**config.mk**
```make
export PLATFORM = sky130hd
export DESIGN_NAME = johnson_ctr_flat
export DESIGN_NICKNAME = d
export VERILOG_FILES = /design/src/rtl/johnson_ctr_if.sv /design/src/rtl/johnson_ctr.sv /design/src/flat_wrapper.sv
export SDC_FILE = /design/constraint.sdc
export NUM_CORES = 1
export LEC_CHECK = 0
export ABC_CLOCK_PERIOD_IN_PS = 3900
export CAP_MARGIN = 15
export CELL_PAD_IN_SITES_DETAIL_PLACEMENT = 1
export CELL_PAD_IN_SITES_GLOBAL_PLACEMENT = 1
export CORE_AREA = 4 4 41 43
export CTS_BUF_LIST = sky130_fd_sc_hd__clkbuf_8
export DETAILED_ROUTE_END_ITERATION = 10
export DIE_AREA = 0 0 45 47
export GPL_TIMING_DRIVEN = 0
export PLACE_DENSITY = 0.62
export SKIP_LAST_GASP = 1
export SYNTH_ARGS = -nofsm -noshare
export SYNTH_HDL_FRONTEND = slang
export SYNTH_SLANG_ARGS = --single-unit
```
**constraint.sdc**
```tcl
create_clock -name clk -period 3.9 [get_ports clk]
set_input_delay 1.17 -clock clk [delete_from_list [all_inputs] [get_ports clk]]
set_output_delay 1.17 -clock clk [all_outputs]
set_load 0.01 [all_outputs]
```
**src/rtl/johnson_ctr_if.sv**
```systemverilog
// johnson_ctr_if: Johnson counter output bundle (state, phase index, illegal flag)
// out     - counter state, WIDTH bits
// phase   - index of current state, $clog2(2*WIDTH) bits
// illegal - high while out is not a Johnson pattern
interface johnson_ctr_if #(parameter int WIDTH = 4);
   localparam int PW = $clog2(2 * WIDTH);
   logic [WIDTH-1:0] out;
   logic [PW-1:0]    phase;
   logic             illegal;
   modport master (output out, phase, illegal);
   modport slave  (input out, phase, illegal);
endinterface

```
**src/rtl/johnson_ctr.sv**
```systemverilog
// johnson_ctr: self-correcting WIDTH-bit Johnson counter with phase decode
// clk  - rising-edge clock
// rstn - synchronous reset, active high (rstn=1 clears the counter)
// bus  - master side of johnson_ctr_if: out, phase, illegal
module johnson_ctr #(
   parameter int WIDTH = 4
) (
   input  logic          clk,
   input  logic          rstn,
   johnson_ctr_if.master bus
);
   localparam int PW = $clog2(2 * WIDTH);
   logic [WIDTH-1:0] q;
   logic [WIDTH-1:0] cur;
   logic [PW-1:0]    ones;
   logic             legal;
   assign bus.out = q;
   // decode and next state read the visible output so an upset on it is seen and corrected
   assign cur = bus.out;
   always_comb begin
      legal       = $countones(cur[WIDTH-1:1] ^ cur[WIDTH-2:0]) <= 1;
      ones        = PW'($countones(cur));
      // 2*WIDTH may wrap to 0 at PW bits; the subtraction is still correct modulo 2^PW
      bus.phase   = !legal ? '0 : cur[0] ? PW'(2 * WIDTH) - ones : ones;
      bus.illegal = !legal;
   end
   always_ff @(posedge clk) begin
      if (rstn || !legal) q <= '0;
      else q <= {~cur[0], cur[WIDTH-1:1]};
   end
endmodule

```
**src/flat_wrapper.sv**
```systemverilog
// flat-port wrapper written by rule: the top's interface ports become plain ports
module johnson_ctr_flat 
#(
   parameter int WIDTH = 4
)
  (clk, rstn, bus_out, bus_phase, bus_illegal);
  johnson_ctr_if #(.WIDTH(WIDTH)) bus_i ();
  input  logic clk;
  input  logic rstn;
  output wire logic [$bits(bus_i.out)-1:0] bus_out;
  output wire logic [$bits(bus_i.phase)-1:0] bus_phase;
  output wire logic [$bits(bus_i.illegal)-1:0] bus_illegal;
  assign bus_out = bus_i.out;
  assign bus_phase = bus_i.phase;
  assign bus_illegal = bus_i.illegal;
  johnson_ctr #(.WIDTH(WIDTH)) u_core (.clk(clk), .rstn(rstn), .bus(bus_i));
endmodule
```
==> impl_metrics.tcl <==
set metrics [dict create \
    dieArea_sq_um 2120 \
    cpMaxStageDelayCell "clkdlybuf4s50_1" \
    cts_resized 3 \
    yosysWarnings 0 \
    power_density_nw_per_um2 594 \
    fin_util_pct 33.1 \
    path_common_cell "ha_1" \
    numCtsBuffers 3 \
    synthCells 28 \
    holdWs_ps 483 \
    synth_top_area_cell "dfxtp_1" \
    critPathArrivalTime_ps 2590 \
    finalCriticalPeriod_ps 3760 \
    fin_ws_ps 142 \
    total_power_mw 0.256 \
    area_growth_pct 54.3 \
    fin_crit_sh_pct 96.4 \
    cp_top_family "adder cells" \
    cts_setup_buffers 0 \
    io_buffer_count 9 \
    hold_path_class "flop to flop" \
    synth_edf_count 0 \
    core_area_sq_um 1300 \
    antenna_found_initial 0 \
    clk_latency_ps 210 \
    cp-end-kind "output port" \
    clkTransAtPathRegs_ps 30 \
    tns_ps 0 \
    cts_root_buf "clkbuf_8" \
    ir_worst_vdd_uv 234 \
    row_count 13 \
    slew_headroom_pct 83.1 \
    ys.flop_type "dfxtp_1" \
    fmax_mhz 266 \
    stdcell_count 55 \
    cts_max_level 1 \
    yosysSeqAreaShare_pct 28.7 \
    grt_util_all_layers_pct 8.39 \
    grt_pass1_wl_microns 1170 \
    numPlacedInstances 52 \
    drv_slew 0 \
    critPathKind "flop to output port" \
    yosys.area.top_type_share_pct 28.7 \
    vias_per_cell 4.29 \
    start_kind "flop" \
    synth_cell_types 14 \
    largest_reg_flops 4 \
    drv_cap 0 \
    critPathMaxStageDelay_ps 550 \
    diodes 0 \
    dr.pass1.iters 1 \
    path_buf_inv 2 \
    cp.required_ps 2730 \
    synth.avg_cell_area_sq_um 9.96 \
    nNetsFinal 50 \
    die_x_microns 45 \
    gp_congestion 0.634 \
    worstMarginPinSlew_ps 252 \
    synth_nets 36 \
    grt_start_max_net_pins 8 \
    cts_buffer_depth 2 \
    pre_cts_slack_ps 173 \
    drtIter0Drc 0 \
    cts_sinks 4 \
    cellLeakagePower_nw 0.188 \
    wire_per_inst_microns 11.7 \
    hold_violations 0 \
    synthArstFlopShare_pct 0 \
    drtAntennaViolNets 0 \
    totalWireLength_microns 643 \
    cp_max_fo 4 \
    grt_overflow_total 0 \
    synthTopCellsByCount "dfxtp_1, ha_1, inv_1, and2_1, nor2_1" \
    place_area_sq_um 388 \
    syn-cell-area_sq_um 279 \
    status "finished clean" \
    yosys-top-cells-area "dfxtp_1, ha_1, fa_1" \
    fp.dieH_microns 47 \
    io_pins 10 \
    drive_above_1_share_pct 17.5 \
    grt_pass1_vias 275 \
    vias 236 \
    fin_area_sq_um 430 \
    crit_chain "ha_1 -> ha_1 -> inv_1 -> fa_1 -> ha_1 -> nand2_1 -> a21oi_1 -> clkdlybuf4s50_1" \
    drc 0 \
    rsz0062_at_grt "no" \
    fin_worst_skew_ps 0.596 \
    ctsHoldBuffers 0 \
    initial_core_util_pct 21.4 \
    yosys_register_bits 4 \
    finalSetupViolations 0 \
    cts_tree "done" \
]
kinds of logic after synthesis:
kind of cell	Yosys count	synth area share (%)
AOI/OAI and AO/OA	1	1.79
xor gates and xnor gates	1	3.14
adders and majority gates	6	32.3
buffers and inverters	4	5.38
DFF	4	28.7
muxes	1	5.38
and+or+nand+nor	11	23.3
final cells by class:
| class | count | area [sq um] |
|---|---|---|
| Sequential cell | 4 | 82.6 |
| Fill cell | 156 | 871 |
| Multi-Input combinational cell | 20 | 184 |
| Tap cell | 15 | 18.8 |
| Clock buffer | 3 | 41.3 |
| Timing Repair Buffer | 9 | 88.8 |
| Inverter | 4 | 15.0 |
per-layer routing:
metal	global-route usage (%)	routed length [microns]
met5	0	0
met4	8.77	10
met3	1.53	66
met2	14.4	322
met1	8.22	244
where the power goes:
group	total, mW	leakage [nW]	internal (mW)	switching [mW]
sequential	0.0557	0.0338	0.0483	0.00741
clock	0.0848	0.0216	0.0656	0.0192
combinational	0.115	0.133	0.0609	0.0544
total	0.256	0.188	0.175	0.0810
cells in the final DEF (no fill, tap or decap), drive strengths merged:
master / instances
a21oi: 1
and2: 3
clkbuf: 3
clkdlybuf4s50: 8
dfxtp: 4
dlygate4sd2: 1
fa: 2
ha: 4
inv: 4
mux2: 1
nand2: 1
nor2: 3
nor2b: 2
nor3: 1
or2: 1
xor2: 1
worst paths after layout:
| kind | from | end | slack (ps) | cells past startpoint |
|---|---|---|---|---|
| setup / recovery | u_core.bus.out[2] | bus_phase[1] | 140 | 8 |
| hold / removal | u_core.bus.out[0] | u_core.bus.out[3] | 480 | 1 |
| setup reg to reg | u_core.bus.out[2] | u_core.bus.out[2] | 2220 | 4 |
| hold reg to reg | u_core.bus.out[0] | u_core.bus.out[3] | 480 | 1 |
Note: power is estimated with default switching activity, not from simulation.
==> patch: new RTL, config.mk and constraints unchanged <==
`WIDTH` is set to 4 in 3 places; all go to 2.
--- a/src/rtl/johnson_ctr_if.sv
+++ b/src/rtl/johnson_ctr_if.sv
@@ -3,5 +3,5 @@
 // phase   - index of current state, $clog2(2*WIDTH) bits
 // illegal - high while out is not a Johnson pattern
-interface johnson_ctr_if #(parameter int WIDTH = 4);
+interface johnson_ctr_if #(parameter int WIDTH = 2);
    localparam int PW = $clog2(2 * WIDTH);
    logic [WIDTH-1:0] out;
--- a/src/rtl/johnson_ctr.sv
+++ b/src/rtl/johnson_ctr.sv
@@ -4,5 +4,5 @@
 // bus  - master side of johnson_ctr_if: out, phase, illegal
 module johnson_ctr #(
-   parameter int WIDTH = 4
+   parameter int WIDTH = 2
 ) (
    input  logic          clk,
--- a/src/flat_wrapper.sv
+++ b/src/flat_wrapper.sv
@@ -2,5 +2,5 @@
 module johnson_ctr_flat 
 #(
-   parameter int WIDTH = 4
+   parameter int WIDTH = 2
 )
   (clk, rstn, bus_out, bus_phase, bus_illegal);
Interface: changed (resized bus_out and bus_phase); port bits go from 10 to 7. No check against the original RTL was run, so the function may have changed too.
==> patch against the original RTL <==
- die area did not move
- worst setup slack improved by 1.1 ns
- cell area fell by 50%
- power fell by 54%
- clock power fell by 5.9%
- global-route usage fell by 4.8 points
- synthesized area fell by 62%
- register-to-register slack improved by 1.1 ns
- wire length fell by 65%
- non-clock buffer count fell by 3
- first-iteration DRC count rose by 1
- sequential cell count fell by 2
==> patch: results (changes against the original RTL) <==
The run finished with clean final reports. Detailed placement ended at an HPWL of 178 um. The post-cts sizing count is 0 (-3).

The number of detailed-route iterations in the first pass is 2 (+1). The met2 routed wirelength came to 80 um (-75%). The power dissipated in sequential cells came out at 0.0000232 W (-58%). The non-filler instance count after layout is 35 (-36%). The adder and majority gate portion of the synthesized area is 0.235 (-0.0876). The vias after detailed routing came out at 96 (-59%). The setup skew after layout came out at 0.000938 ns (+0.000342 ns). The net count after synthesis is 16 (-56%). The xor/xnor cell area share of the yosys netlist is 0 (-0.0314). Signal routing reaches up to met3. The maximum number of pins on one net before global-route repair came out at 6 (-2). The total instance count after detailed placement is 32 (-38%). The final weighted congestion in routability-driven placement came out at 0.634 (about the same). The cell area after placement was 175 um2 (-55%). The kind of cell adding the most delay to the critical path is buffers and inverters. The distinct cell type count after synthesis came to 8 (-6). The tightest min-delay check is of the register to register type. The total congestion overflow after global routing came to 0 (unchanged). The post-synthesis mux area share is 0 (-0.0538).

The total wire length after detailed routing came to 225 um (-65%). The number of port buffers is 5 (-4). The number of cells traversed by the worst register-to-register path was 2 (-2). The violation count after the first detailed-routing iteration came out at 1 (+1). The cell sitting at the root of the clock tree is a sky130_fd_sc_hd__clkbuf_8. The synthesized-area fraction occupied by ao, oa, aoi and oai cells came to 0.0824 (+0.0644). The global-route usage over all layers came out at 0.0355 (-0.0484).

The number of antenna violations at the first check in global routing is 0 (unchanged). Sorting the synthesized cells by how often they occur yields 2 x sky130_fd_sc_hd__dfxtp_1, 2 x sky130_fd_sc_hd__ha_1, 2 x sky130_fd_sc_hd__inv_1, 2 x sky130_fd_sc_hd__nor2_1. The post-CTS setup-driven buffer insertion count came to 0 (unchanged). The post-route met1 wirelength came out at 101 um (-59%).

The leakage component of the power is 0.0969 nW (-48%). The power dissipated in combinational cells was 0.0000145 W (-87%). The total CTS buffers came to 3 (unchanged). The top fanout value on the critical path is 5 (+1). The data arrival time at the worst-slack endpoint came out at 1.54 ns (-1.05 ns). The share of flip-flops with an asynchronous set or reset is 0 (unchanged). The amount of wire on met3 after detailed routing came to 43 um (-35%). The total internal power came out at 0.0000959 W (-45%). The via count of the first global-routing pass is 106 (-61%). The number of flip-flops in the largest register came out at 2 (-2). The net count reported at finish is 26 (-48%).

The maximum vdd ir drop is 0.104 mV (-56%). The critical path's slowest cell is sky130_fd_sc_hd__clkdlybuf4s50_1. In the post-synthesis netlist, the biggest area contributors are sky130_fd_sc_hd__dfxtp_1 38%, sky130_fd_sc_hd__ha_1 24%, sky130_fd_sc_hd__o21ai_2 8.2%, sky130_fd_sc_hd__buf_4 7.1%, sky130_fd_sc_hd__inv_1 7.1%. The post-synthesis area per instance is 8.86 um2 (-11%). The share of post-route cells with drive strength above 1 is 0.250 (+0.0750). The sequential-to-total area share from yosys stat is 0.376 (+0.0895). The first-pass GRT wire length is 407 um (-65%).
[patch: cell types whose count changed after synthesis, sizes merged, moves of 2 or more]
cell,change
dfxtp,-2
nor2b,-2
ha,-2
inv,-2
fa,-2
and2,-3
[patch: area by class of cell]
| cell class | instances | area [um2] |
|---|---|---|
| plain buffers | 1 | 7.51 |
| multi-input cells | 7 | 51.3 |
| repair buffers | 5 | 50.0 |
| clock buffers | 3 | 41.3 |
| flip-flops and latches | 2 | 40.0 |
| well taps | 15 | 18.8 |
| fillers | 167 | 1080 |
| inverters | 2 | 7.51 |
[patch: logic make-up after synthesis]
| logic type | Yosys count |
|---|---|
| AND/OR/NAND/NOR | 3 |
| other | 1 |
| AO/OA/AOI/OAI | 1 |
| adder cells (fa/ha/maj) | 2 |
| flip-flops | 2 |
| buffers and inverters | 3 |
[patch: metal layers]
metal,up-vias,GRT usage
li1,50,-
met1,39,0.0271
met2,7,0.0339
met3,0,0.0460
met4,0,0.0526
met5,-,0
[patch: final timing paths]
kind / start / endpoint / slack (ns)
max: u_core.bus.out[0] / bus_phase[1] / 1.19
min: u_core.bus.out[0] / u_core.bus.out[1] / 0.46
max reg2reg: u_core.bus.out[1] / u_core.bus.out[0] / 3.34
min reg2reg: u_core.bus.out[0] / u_core.bus.out[1] / 0.46
[patch: stage by stage]
stage	power, W	hold slack [ns]	util	setup slack [ns]
CTS	0.000122	0.466	0.166	1.17
floorplan	0.0000302	0.475	-	1.86
global placement	0.0000380	0.457	0.135	1.41
global route	0.000126	0.520	0.166	1.08
detailed placement	0.0000383	0.462	0.135	1.39
finish	0.000117	0.460	0.166	1.19
